File: config.mk
export PLATFORM = sky130hd
export DESIGN_NAME = memory_arbiter
export DESIGN_NICKNAME = d
export VERILOG_FILES = /design/src/rtl/memory_arbiter.sv
export SDC_FILE = /design/constraint.sdc
export NUM_CORES = 1
export LEC_CHECK = 0
export CORE_ASPECT_RATIO = 1.25
export CORE_MARGIN = 3
export CORE_UTILIZATION = 30
export DETAILED_ROUTE_END_ITERATION = 12
export HOLD_SLACK_MARGIN = 0.12
export PLACE_DENSITY = 0.62
export SKIP_LAST_GASP = 1
export SYNTH_ARGS = -nofsm -noshare
export SYNTH_HDL_FRONTEND = slang
export SYNTH_SLANG_ARGS = --single-unit
File: constraint.sdc
create_clock -name clock -period 3.4 [get_ports clock]
set_input_delay 0.68 -clock clock [delete_from_list [all_inputs] [get_ports clock]]
set_output_delay 0.68 -clock clock [all_outputs]
set_load 0.05 [all_outputs]
File: src/rtl/memory_arbiter.sv
// memory_arbiter: shares one single-ported memory between instruction fetch
// and the load/store path. Only one transaction is outstanding at a time. Data
// has priority, and a streak counter lets a waiting fetch win after
// STARVE_LIMIT contested data grants. A fetch response can be discarded after
// a pipeline redirect.
module memory_arbiter #(
    parameter int unsigned ADDR_WIDTH   = 32,
    parameter int unsigned STARVE_LIMIT = 4
) (
    input  logic                  clock,
    input  logic                  reset,

    input  logic                  fetchRequest,
    input  logic [ADDR_WIDTH-1:0] fetchAddress,
    input  logic                  fetchFlush,
    output logic [31:0]           fetchData,
    output logic                  fetchValid,

    input  logic                  dataRead,
    input  logic                  dataWrite,
    input  logic [ADDR_WIDTH-1:0] dataAddress,
    input  logic [31:0]           dataWriteData,
    input  logic [3:0]            dataByteEnable,
    output logic [31:0]           dataReadData,
    output logic                  dataValid,

    output logic                  memRequest,
    output logic                  memWrite,
    output logic [ADDR_WIDTH-1:0] memAddress,
    output logic [31:0]           memWriteData,
    output logic [3:0]            memByteEnable,
    input  logic                  memReady,
    input  logic                  memResponseValid,
    input  logic [31:0]           memReadData
);

    localparam int unsigned STREAK_WIDTH = 4;
    localparam logic [STREAK_WIDTH-1:0] STREAK_MAX   = '1;
    localparam logic [STREAK_WIDTH-1:0] STREAK_LIMIT = STREAK_WIDTH'(STARVE_LIMIT);

    typedef enum logic [1:0] {
        IDLE = 2'd0,
        REQ  = 2'd1,
        WAIT = 2'd2
    } stateType;

    stateType                state;
    logic                    ownerFetch;
    logic                    dropFetch;
    logic [STREAK_WIDTH-1:0] streak;

    logic dataPending;
    logic anyPending;
    logic fetchWins;

    // Grant decision for the IDLE cycle: data first unless fetch has starved.
    always_comb begin
        dataPending = dataRead | dataWrite;
        anyPending  = dataPending | fetchRequest;
        fetchWins   = fetchRequest & (~dataPending | (streak == STREAK_LIMIT));
    end

    // Arbiter FSM with registered memory-side and response outputs.
    always_ff @(posedge clock) begin
        if (reset) begin
            state         <= IDLE;
            ownerFetch    <= 1'b0;
            dropFetch     <= 1'b0;
            streak        <= '0;
            fetchData     <= '0;
            fetchValid    <= 1'b0;
            dataReadData  <= '0;
            dataValid     <= 1'b0;
            memRequest    <= 1'b0;
            memWrite      <= 1'b0;
            memAddress    <= '0;
            memWriteData  <= '0;
            memByteEnable <= '0;
        end else begin
            fetchValid <= 1'b0;
            dataValid  <= 1'b0;
            case (state)
                IDLE: begin
                    dropFetch <= 1'b0;
                    if (anyPending) begin
                        memRequest <= 1'b1;
                        state      <= REQ;
                        if (fetchWins) begin
                            ownerFetch    <= 1'b1;
                            streak        <= '0;
                            memWrite      <= 1'b0;
                            memAddress    <= fetchAddress;
                            memWriteData  <= '0;
                            memByteEnable <= 4'b1111;
                        end else begin
                            ownerFetch    <= 1'b0;
                            memWrite      <= dataWrite;
                            memAddress    <= dataAddress;
                            memWriteData  <= dataWrite ? dataWriteData : 32'd0;
                            memByteEnable <= dataWrite ? dataByteEnable : 4'b1111;
                            if (fetchRequest) begin
                                streak <= (streak == STREAK_MAX) ? streak
                                                                 : streak + STREAK_WIDTH'(1);
                            end else begin
                                streak <= '0;
                            end
                        end
                    end
                end
                REQ: begin
                    // The request stays on the bus even if its fetch gets flushed.
                    if (fetchFlush && ownerFetch) begin
                        dropFetch <= 1'b1;
                    end
                    if (memReady) begin
                        memRequest <= 1'b0;
                        state      <= WAIT;
                    end
                end
                WAIT: begin
                    if (memResponseValid) begin
                        state     <= IDLE;
                        dropFetch <= 1'b0;
                        if (ownerFetch) begin
                            fetchData  <= memReadData;
                            fetchValid <= ~(dropFetch | fetchFlush);
                        end else begin
                            dataReadData <= memWrite ? 32'd0 : memReadData;
                            dataValid    <= 1'b1;
                        end
                    end else if (fetchFlush && ownerFetch) begin
                        dropFetch <= 1'b1;
                    end
                end
                default: begin
                    state <= IDLE;
                end
            endcase
        end
    end

endmodule

==> results of run 1 <==
==> power by group <==
group / total [mW] / internal (mW) / switching (mW)
sequential: 1.89 / 1.81 / 0.0731
combinational: 1.27 / 0.498 / 0.771
clock: 1.88 / 1.11 / 0.770
==> synth_stat cells, drive strengths merged, types with 2 or more instances <==
| master | count |
|---|---|
| dfxtp | 144 |
| nand2 | 67 |
| a22o | 64 |
| nor2 | 41 |
| buf | 38 |
| a21oi | 35 |
| nand3 | 34 |
| o211ai | 33 |
| a311oi | 32 |
| clkbuf | 18 |
| inv | 12 |
| a211oi | 7 |
| ha | 6 |
| and3 | 5 |
| nor2b | 3 |
| nor3 | 3 |
| a311o | 2 |
| nand4b | 2 |
| nor4 | 2 |
| o21a | 2 |
| o21ai | 2 |
| o31ai | 2 |
==> cell families after synthesis <==
kind of cell,count (synthesis),share of synthesized area [%]
AOI/OAI and AO/OA,187,28.2
adders and majority gates,6,1.33
buffers and inverters,68,6.37
DFF,144,50.9
and+or+nand+nor,163,13.2
==> layout make-up <==
type / count / area (um^2) / area share [%]
clock buffer: 18 / 429 / 4.73
timing repair buffer: 285 / 2840 / 31.3
multi-input combinational: 356 / 2420 / 26.7
tap: 228 / 285 / 3.14
sequential: 144 / 2880 / 31.8
clock inverter: 14 / 168 / 1.85
inverter: 12 / 45.0 / 0.496
==> worst min path at each step <==
stage,endpoint,slack (ns),cells after the start
3_5_place_dp,fetchValid$_SDFF_PP0_,0.42,1
3_3_place_gp,fetchValid$_SDFF_PP0_,0.41,1
5_1_grt,fetchValid$_SDFF_PP0_,0.47,1
6_report,fetchValid$_SDFF_PP0_,0.43,1
4_1_cts,fetchValid$_SDFF_PP0_,0.43,1
2_1_floorplan,fetchValid$_SDFF_PP0_,0.40,1
==> registers in the layout, summed over array words and instances (netlist names) <==
| register | cells |
|---|---|
| memWriteData | 32 |
| memAddress | 32 |
| state | 2 |
| fetchValid | 1 |
| ownerFetch | 1 |
| memByteEnable | 4 |
| fetchData | 32 |
| dropFetch | 1 |
| dataValid | 1 |
| dataReadData | 32 |
| memWrite | 1 |
| streak | 4 |
| memRequest | 1 |
==> metrics by stage <==
stage | utilization [%] | power, mW | setup slack [ns] | instance area (um^2) | hold WS [ns]
2_1_floorplan | - | 2.72 | 1.64 | 5660 | 0.399
3_5_place_dp | 46.3 | 3.20 | 0.452 | 8480 | 0.419
6_report | 49.6 | 5.03 | 0.861 | 9070 | 0.426
5_1_grt | 49.6 | 5.26 | 0.708 | 9070 | 0.470
3_3_place_gp | 46.3 | 3.18 | 0.529 | 8480 | 0.413
4_1_cts | 49.6 | 5.10 | 0.899 | 9070 | 0.426
==> worst reg2reg max path, cell delays in order, from the launching register on <==
cell and delay, ns:
dfxtp_1 0.33, inv_1 0.11, ha_1 0.32, nor2b_1 0.20, and3_1 1.01, a22o_1 0.31
==> routing by layer <==
layer,vias up,track usage (%)
li1,2594,-
met1,2497,19.6
met2,208,29.5
met3,34,5.70
met4,0,6.64
met5,-,0
==> impl_metrics.json, run 1 <==
{
  "crit-reg2reg-launch": "state[0]$_SDFFE_PP0P_",
  "fin_tns_setup_ns": 0,
  "clkTransAtPathRegs_ns": 0.07,
  "grt_pass1_vias": 5333,
  "dp_cells": 1025,
  "max_freq_mhz": 394,
  "hpwlAfterDp_um": 13100,
  "cts-root-buf": "clkbuf_16",
  "start_util_pct": 30.9,
  "synth_edf_count": 0,
  "hold_class": "reg2reg",
  "die-width_um": 129,
  "synthTopCellsByArea": "dfxtp_1 51%, a22o_1 9.9%, a311oi_2 5.3%, nand2_1 4.4%, o211ai_1 4.4%",
  "final_common_cell": "clkdlybuf4s50_1",
  "grt-ovfl-total": 0,
  "drt-met1-wl_um": 7120,
  "final.period_utilization_pct": 74.7,
  "clock_skew_ns": 0.0131,
  "diodes": 0,
  "drc": 0,
  "antenna_found_initial": 0,
  "viasPerCell": 5.05,
  "crit_start": "dataWrite",
  "async_reset_ff_share_pct": 0,
  "cp_cell_sequence": "clkdlybuf4s50_1 > or3b_1 > nand3_1 > a311oi_1",
  "synth.distinct_cells": 44,
  "num_io_pins": 276,
  "ir_drop_uv": 314,
  "max_stage_delay_ns": 0.96,
  "syn_nets": 714,
  "synth_seq_cells": 144,
  "cap_violations": 0,
  "critPathMaxFanout": 32,
  "drv_slew": 0,
  "leakage_nw": 3.26,
  "cts_hold_buf": 0,
  "cts_buffers": 17,
  "wl_met2_um": 9310,
  "synth_cells": 568,
  "finalCriticalPeriod_ns": 2.54,
  "finalSetupViolations": 0,
  "hold_viol": 0,
  "die_y_um": 160,
  "cts_sinks": 144,
  "cts_setup_buffers": 0,
  "seq_area_frac_synth_pct": 50.9,
  "worstMarginPinSlew_ns": 1.25,
  "met3WireLength_um": 1300,
  "worstRegToRegCells": 5,
  "syn-mean-instance-area_um2": 9.96,
  "tritoncts": "yes",
  "syn2layout_area_growth_pct": 60.3,
  "drt_first_pass_iters": 4,
  "status": "finished clean",
  "critical_path_arrival_ns": 2.86,
  "cp_slowest_cell": "or3b_1",
  "yosys_warnings": 0,
  "dieArea_mm2": 0.0206,
  "critPathBufInv": 1,
  "htreeDepth": 4,
  "final_antenna_net_count": 0,
  "portBuffers": 275,
  "relSlewSlack_pct": 16.5,
  "routedWlPerCell_um": 17.3,
  "fin_cells": 1057,
  "cts_buffer_depth": 2,
  "startpoint_type": "input port",
  "holdCritStartpoint": "dropFetch$_SDFFE_PP0P_",
  "vias": 5333,
  "critical_path_class": "in2reg",
  "syn_area_mm2": 0.00566,
  "place.gp.congestion": 0.794,
  "final_cell_mix": "274 x clkdlybuf4s50_1, 144 x dfxtp_1, 67 x nand2_1",
  "p_per_area_mw_per_mm2": 555,
  "crit_end": "memAddress[23]$_SDFFE_PP0P_",
  "grt_max_degree": 46,
  "synth_ff_type": "dfxtp_1",
  "n_fill_cell": 1676,
  "cpLargestDelayFamily": "simple AND/OR/NAND/NOR gates",
  "yosys.area.top_type": "dfxtp_1",
  "ff2ff_setup_slack_ns": 1.07,
  "clk_latency_ns": 0.41,
  "required_ns": 3.72,
  "grt_setup_unrepaired": "false",
  "wl_um": 18200,
  "drtIter0Drc": 315,
  "layout.nets": 962,
  "rows": 55,
  "topRoutingLayerUsed": "met4",
  "grtUsageTotal_pct": 17.2,
  "drive_gt1_share_pct": 8.56,
  "crit_cells": 4,
  "grt_pass1_wl_um": 28500,
  "rr_endpoint": "memWriteData[31]$_SDFFE_PP0P_",
  "endpoint_kind": "flip-flop",
  "synth_top_area_share_pct": 50.9,
  "core_area_mm2": 0.0183,
  "cts_resized": 0
}
No activity file was read; power rests on OpenSTA's default activity.
==> run 2: changes to the inputs <==
==> constraint.sdc (replaced) <==
create_clock -name clock -period 2.35 [get_ports clock]
set_input_delay 0.47 -clock clock [delete_from_list [all_inputs] [get_ports clock]]
set_output_delay 0.47 -clock clock [all_outputs]
set_load 0.05 [all_outputs]
==> impl_metrics.json, run 2 (same netlist as run 1, synthesis figures left out) <==
{
  "worstMarginPinSlew_ns": 0.580,
  "finalSetupViolations": 0,
  "ir_drop_uv": 494,
  "cts_setup_buffers": 0,
  "syn2layout_area_growth_pct": 62.3,
  "grt_pass1_vias": 5548,
  "critPathBufInv": 1,
  "grt_setup_unrepaired": "false",
  "dieArea_mm2": 0.0206,
  "critical_path_class": "reg2out",
  "register_area_mm2": 0.00288,
  "drt_first_pass_iters": 4,
  "drtIter0Drc": 274,
  "start_util_pct": 30.9,
  "startpoint_type": "flip-flop",
  "layout_setup_ws_ns": 0.180,
  "cts_resized": 0,
  "antenna_found_initial": 0,
  "final_cell_mix": "274 x clkdlybuf4s50_1, 144 x dfxtp_1, 67 x nand2_1",
  "hpwlAfterDp_um": 13700,
  "cp_cell_sequence": "clkdlybuf4s50_1",
  "cpLargestDelayFamily": "buffers and inverters",
  "status": "finished clean",
  "place_ws_ns": 0.199,
  "grtUsageTotal_pct": 17.9,
  "drv_slew": 0,
  "cts_sinks": 144,
  "cp_slowest_cell": "clkdlybuf4s50_1",
  "cap_violations": 0,
  "cts_hold_buf": 0,
  "drc": 0,
  "max_stage_delay_ns": 0.86,
  "finalCriticalPeriod_ns": 2.17,
  "p_per_area_mw_per_mm2": 796,
  "max_freq_mhz": 461,
  "placed_area_mm2": 0.00859,
  "cts-root-buf": "clkbuf_16",
  "viasPerCell": 5.08,
  "grt-ovfl-total": 0,
  "n_fill_cell": 1676,
  "rows": 55,
  "portBuffers": 275,
  "stdcell_area_mm2": 0.00919,
  "multiInputGateArea_mm2": 0.00242,
  "cts_buffers": 17,
  "final_common_cell": "clkdlybuf4s50_1",
  "worst_hold_slack_ns": 0.426,
  "hold_viol": 0,
  "cts_buffer_depth": 2,
  "required_ns": 1.88,
  "vias": 5413,
  "die-width_um": 129,
  "clock_skew_ns": 0.0115,
  "endpoint_kind": "output port",
  "relSlewSlack_pct": 61.2,
  "wl_um": 18600,
  "final.period_utilization_pct": 92.3,
  "place.gp.congestion": 0.778,
  "final_antenna_net_count": 0,
  "clkTransAtPathRegs_ns": 0.06,
  "die_y_um": 160,
  "grt_max_degree": 39,
  "htreeDepth": 4,
  "critPathMaxFanout": 3,
  "critical_path_arrival_ns": 1.70,
  "leakage_nw": 3.33,
  "fin_tns_setup_ns": 0,
  "hold_class": "in2reg",
  "drive_gt1_share_pct": 9.44,
  "routedWlPerCell_um": 17.5,
  "core_area_mm2": 0.0183,
  "tritoncts": "yes",
  "clk_latency_ns": 0.42,
  "grt_pass1_wl_um": 29500,
  "num_io_pins": 276,
  "layout.nets": 970
}
[run 2: cell count changes in the layout (fill, tap and decap cells not counted), moves of 2 or more]
| cell | delta |
|---|---|
| buf_12 | +4 |
| buf_4 | +4 |
| clkinv_4 | +4 |
| inv_6 | -3 |
| clkinvlp_4 | -2 |
[run 2: path summary, 6_finish.rpt]
check,startpoint,to,slack [ns],cells past startpoint
setup reg to reg,state[0]$_SDFFE_PP0P_,memAddress[21]$_SDFFE_PP0P_,0.47,6
hold / removal,reset,memWrite$_SDFFE_PP0P_,0.43,2
hold reg to reg,dropFetch$_SDFFE_PP0P_,fetchValid$_SDFF_PP0_,0.44,1
setup / recovery,memWrite$_SDFFE_PP0P_,memWrite,0.18,1
[run 2: layout make-up]
type	instances	area share (%)
inverters	12	0.490
repair buffers	293	32.1
well taps	228	3.11
diodes	1	0.0272
clock inverters	13	1.69
multi-input cells	356	26.4
clock buffers	19	4.82
flip-flops and latches	144	31.4
[run 2: worst reg2reg max path: cells and delay by family, from the launching register on]
kind / cells / cell delay (ns)
flip-flops: 1 / 0.33
AND/OR/NAND/NOR: 1 / 0.08
adder cells (fa/ha/maj): 1 / 0.34
AO/OA/AOI/OAI: 2 / 0.60
buffers and inverters: 2 / 0.42
[run 2: per-stage QoR]
stage               power (mW)  util, %  std cells
finish                    7.31     50.2       1066
global route              7.60     50.2       1065
CTS                       7.39     50.2       1065
detailed placement        4.66     46.9       1033
global placement          4.63     46.9       1033
floorplan                 3.94        -        568
[run 2: routing by layer]
metal	vias up	global-route usage, %	part of all wire (%)
li1	2613	-	-
met1	2555	20.2	39
met2	209	31.2	51
met3	36	4.83	6.7
met4	0	7.74	3.1
met5	-	0	0
[run 2: where the power goes]
group / internal, mW / leakage (nW) / switching (mW)
Sequential: 2.63 / 1.18 / 0.105
Combinational: 0.745 / 1.86 / 1.13
Clock: 1.61 / 0.288 / 1.09
==> run 3: changes to the inputs <==
--- a/config.mk
+++ b/config.mk
@@ -5,12 +5,13 @@
 export SDC_FILE = /design/constraint.sdc
 export NUM_CORES = 1
 export LEC_CHECK = 0
+export ABC_AREA = 1
 export CORE_ASPECT_RATIO = 1.25
 export CORE_MARGIN = 3
-export CORE_UTILIZATION = 30
+export CORE_UTILIZATION = 41
 export DETAILED_ROUTE_END_ITERATION = 12
-export HOLD_SLACK_MARGIN = 0.12
-export PLACE_DENSITY = 0.62
+export HOLD_SLACK_MARGIN = 0.15
+export PLACE_DENSITY = 0.8
 export SKIP_LAST_GASP = 1
 export SYNTH_ARGS = -nofsm -noshare
 export SYNTH_HDL_FRONTEND = slang
==> impl_metrics.json, run 3 <==
{
  "status": "finished clean",
  "num_io_pins": 276,
  "met3WireLength_um": 1770,
  "critical_path_class": "reg2out",
  "vias": 6146,
  "cpLargestDelayFamily": "buffers and inverters",
  "htreeDepth": 4,
  "cts_buffer_depth": 2,
  "place_ws_ns": 0.186,
  "cts_sinks": 144,
  "cp_slowest_cell": "clkdlybuf4s50_1",
  "die_y_um": 140,
  "syn_area_mm2": 0.00589,
  "startpoint_type": "flip-flop",
  "power_mw": 9.24,
  "final_common_cell": "clkdlybuf4s50_1",
  "synth_top_area_share_pct": 49.0,
  "viasPerCell": 4.87,
  "synthTopCellsByArea": "dfxtp_1 49%, nand3_1 12%, nand2_1 12%, a21oi_1 5.9%, nor2_1 5.4%",
  "finalSetupViolations": 0,
  "final_util_pct": 67.4,
  "clock_skew_ns": 0.0111,
  "wl_um": 18200,
  "synth.distinct_cells": 25,
  "final_antenna_net_count": 0,
  "final.period_utilization_pct": 90.8,
  "syn-mean-instance-area_um2": 7.21,
  "critPathBufInv": 1,
  "start_util_pct": 42.3,
  "max_stage_delay_ns": 0.84,
  "die-width_um": 113,
  "grt_max_degree": 58,
  "drv_slew": 0,
  "finalCriticalPeriod_ns": 2.13,
  "ir_drop_uv": 762,
  "dieArea_mm2": 0.0158,
  "stdcell_area_mm2": 0.00940,
  "drt-met1-wl_um": 7100,
  "synth_cells": 817,
  "fin_cells": 1262,
  "synth_ff_type": "dfxtp_1",
  "grt_pass1_wl_um": 28600,
  "p_switching_mw": 3.47,
  "clockPowerShare_pct": 31.0,
  "worstMarginPinSlew_ns": 0.572,
  "routedWlPerCell_um": 14.4,
  "clk_latency_ns": 0.42,
  "cts_setup_buffers": 0,
  "clkTransAtPathRegs_ns": 0.06,
  "grt_pass1_vias": 5815,
  "hold_viol": 0,
  "yosysMostFrequentCell": "nand2_1",
  "dp_cells": 1231,
  "relSlewSlack_pct": 61.7,
  "antenna_found_initial": 0,
  "final_cell_mix": "274 x clkdlybuf4s50_1, 181 x nand2_1, 144 x dfxtp_1",
  "yosys_warnings": 0,
  "required_ns": 1.88,
  "cts_buffers": 17,
  "netSwitchingFraction_pct": 37.6,
  "drtIter0Drc": 425,
  "placed_area_mm2": 0.00877,
  "cts_resized": 0,
  "critical_path_arrival_ns": 1.66,
  "cp_cell_sequence": "clkdlybuf4s50_1",
  "endpoint_kind": "output port",
  "p_per_area_mw_per_mm2": 984,
  "async_reset_ff_share_pct": 0,
  "syn2layout_area_growth_pct": 59.6,
  "hpwlAfterDp_um": 13100,
  "portBuffers": 275,
  "synth_seq_cells": 144,
  "cap_violations": 0,
  "yosys-top-cells-count": "182 x nand2_1, 144 x dfxtp_1, 138 x nand3_1, 85 x nor2_1, 83 x inv_1",
  "wl_met2_um": 8980,
  "place.gp.congestion": 0.841,
  "yosys.area.top_type": "dfxtp_1",
  "worst_hold_slack_ns": 0.434,
  "drt_first_pass_iters": 5,
  "leakage_nw": 4.01,
  "p_comb_share_pct": 36.8,
  "max_freq_mhz": 469,
  "layout.nets": 1221,
  "rows": 48,
  "drive_gt1_share_pct": 5.80,
  "grt-ovfl-total": 0,
  "cts-root-buf": "clkbuf_16",
  "layout_setup_ws_ns": 0.217,
  "fin_tns_setup_ns": 0,
  "critPathMaxFanout": 3,
  "grtUsageTotal_pct": 22.4,
  "syn_nets": 963,
  "cts_hold_buf": 0,
  "topRoutingLayerUsed": "met4",
  "drc": 0,
  "synth_edf_count": 0,
  "ff2ff_setup_slack_ns": 0.64,
  "tritoncts": "yes",
  "grt_setup_unrepaired": "false",
  "diodes": 0,
  "seq_area_frac_synth_pct": 49.0,
  "hold_class": "reg2reg",
  "p_int_mw": 5.77,
  "core_area_mm2": 0.0139,
  "seq_power_share_pct": 32.3
}
-- run 3: cell types whose count changed after synthesis, sizes merged, moves of 33 or more --
cell / previous run / this run
nand2: 67 / 183
a21oi: 35 / 70
a22o: 64 / 0
o211ai: 33 / 0
nand3: 34 / 139
inv: 12 / 87
o21ai: 2 / 38
nor2: 41 / 85
-- run 3: worst paths after layout --
path / cells after the start / to / startpoint
worst max register to register: 6 / fetchData[14]$_SDFFE_PP0P_ / state[0]$_SDFFE_PP0P_
worst max-delay path: 1 / memWrite / memWrite$_SDFFE_PP0P_
worst min-delay path: 1 / fetchValid$_SDFF_PP0_ / dropFetch$_SDFFE_PP0P_
worst min register to register: 1 / fetchValid$_SDFF_PP0_ / dropFetch$_SDFFE_PP0P_
-- run 3: logic make-up after synthesis --
family	share of synthesized area [%]
compound gates	9.31
xor+xnor	0.149
fa+ha+maj	1.27
buf+inv	10.2
flops	49.0
simple gates	30.1
-- run 3: power by group through the flow --
stage                     Clock, mW  Sequential (mW)  Combinational, mW
final                          2.86             2.98               3.40
after global routing           3.01             3.03               3.66
after CTS                      2.90             2.98               3.42
after global placement            0             3.02               3.38
after floorplan                   0             4.10               1.18
after detailed placement          0             3.03               3.40
-- run 3: worst register-to-register path: cells and delay by family, from the launching register on --
kind / cells / cell delay, ns
buffers and inverters: 2 / 0.42
DFF: 1 / 0.33
and+or+nand+nor: 1 / 0.38
AOI/OAI and AO/OA: 2 / 0.26
adders and majority gates: 1 / 0.21
-- run 3: metal layers --
| layer | vias up | GRT usage [%] |
|---|---|---|
| met5 | - | 0 |
| met4 | 0 | 8.73 |
| met3 | 25 | 8.56 |
| met2 | 242 | 38.7 |
| met1 | 2773 | 24.6 |
| li1 | 3106 | - |
-- run 3: cell type report --
| cell class | count | area, um^2 |
|---|---|---|
| timing repair buffer | 294 | 2930 |
| fill | 1193 | 4540 |
| multi-input combinational | 530 | 2410 |
| clock buffer | 18 | 439 |
| sequential | 144 | 2880 |
| clock inverter | 13 | 186 |
| tap | 175 | 219 |
| inverter | 88 | 330 |
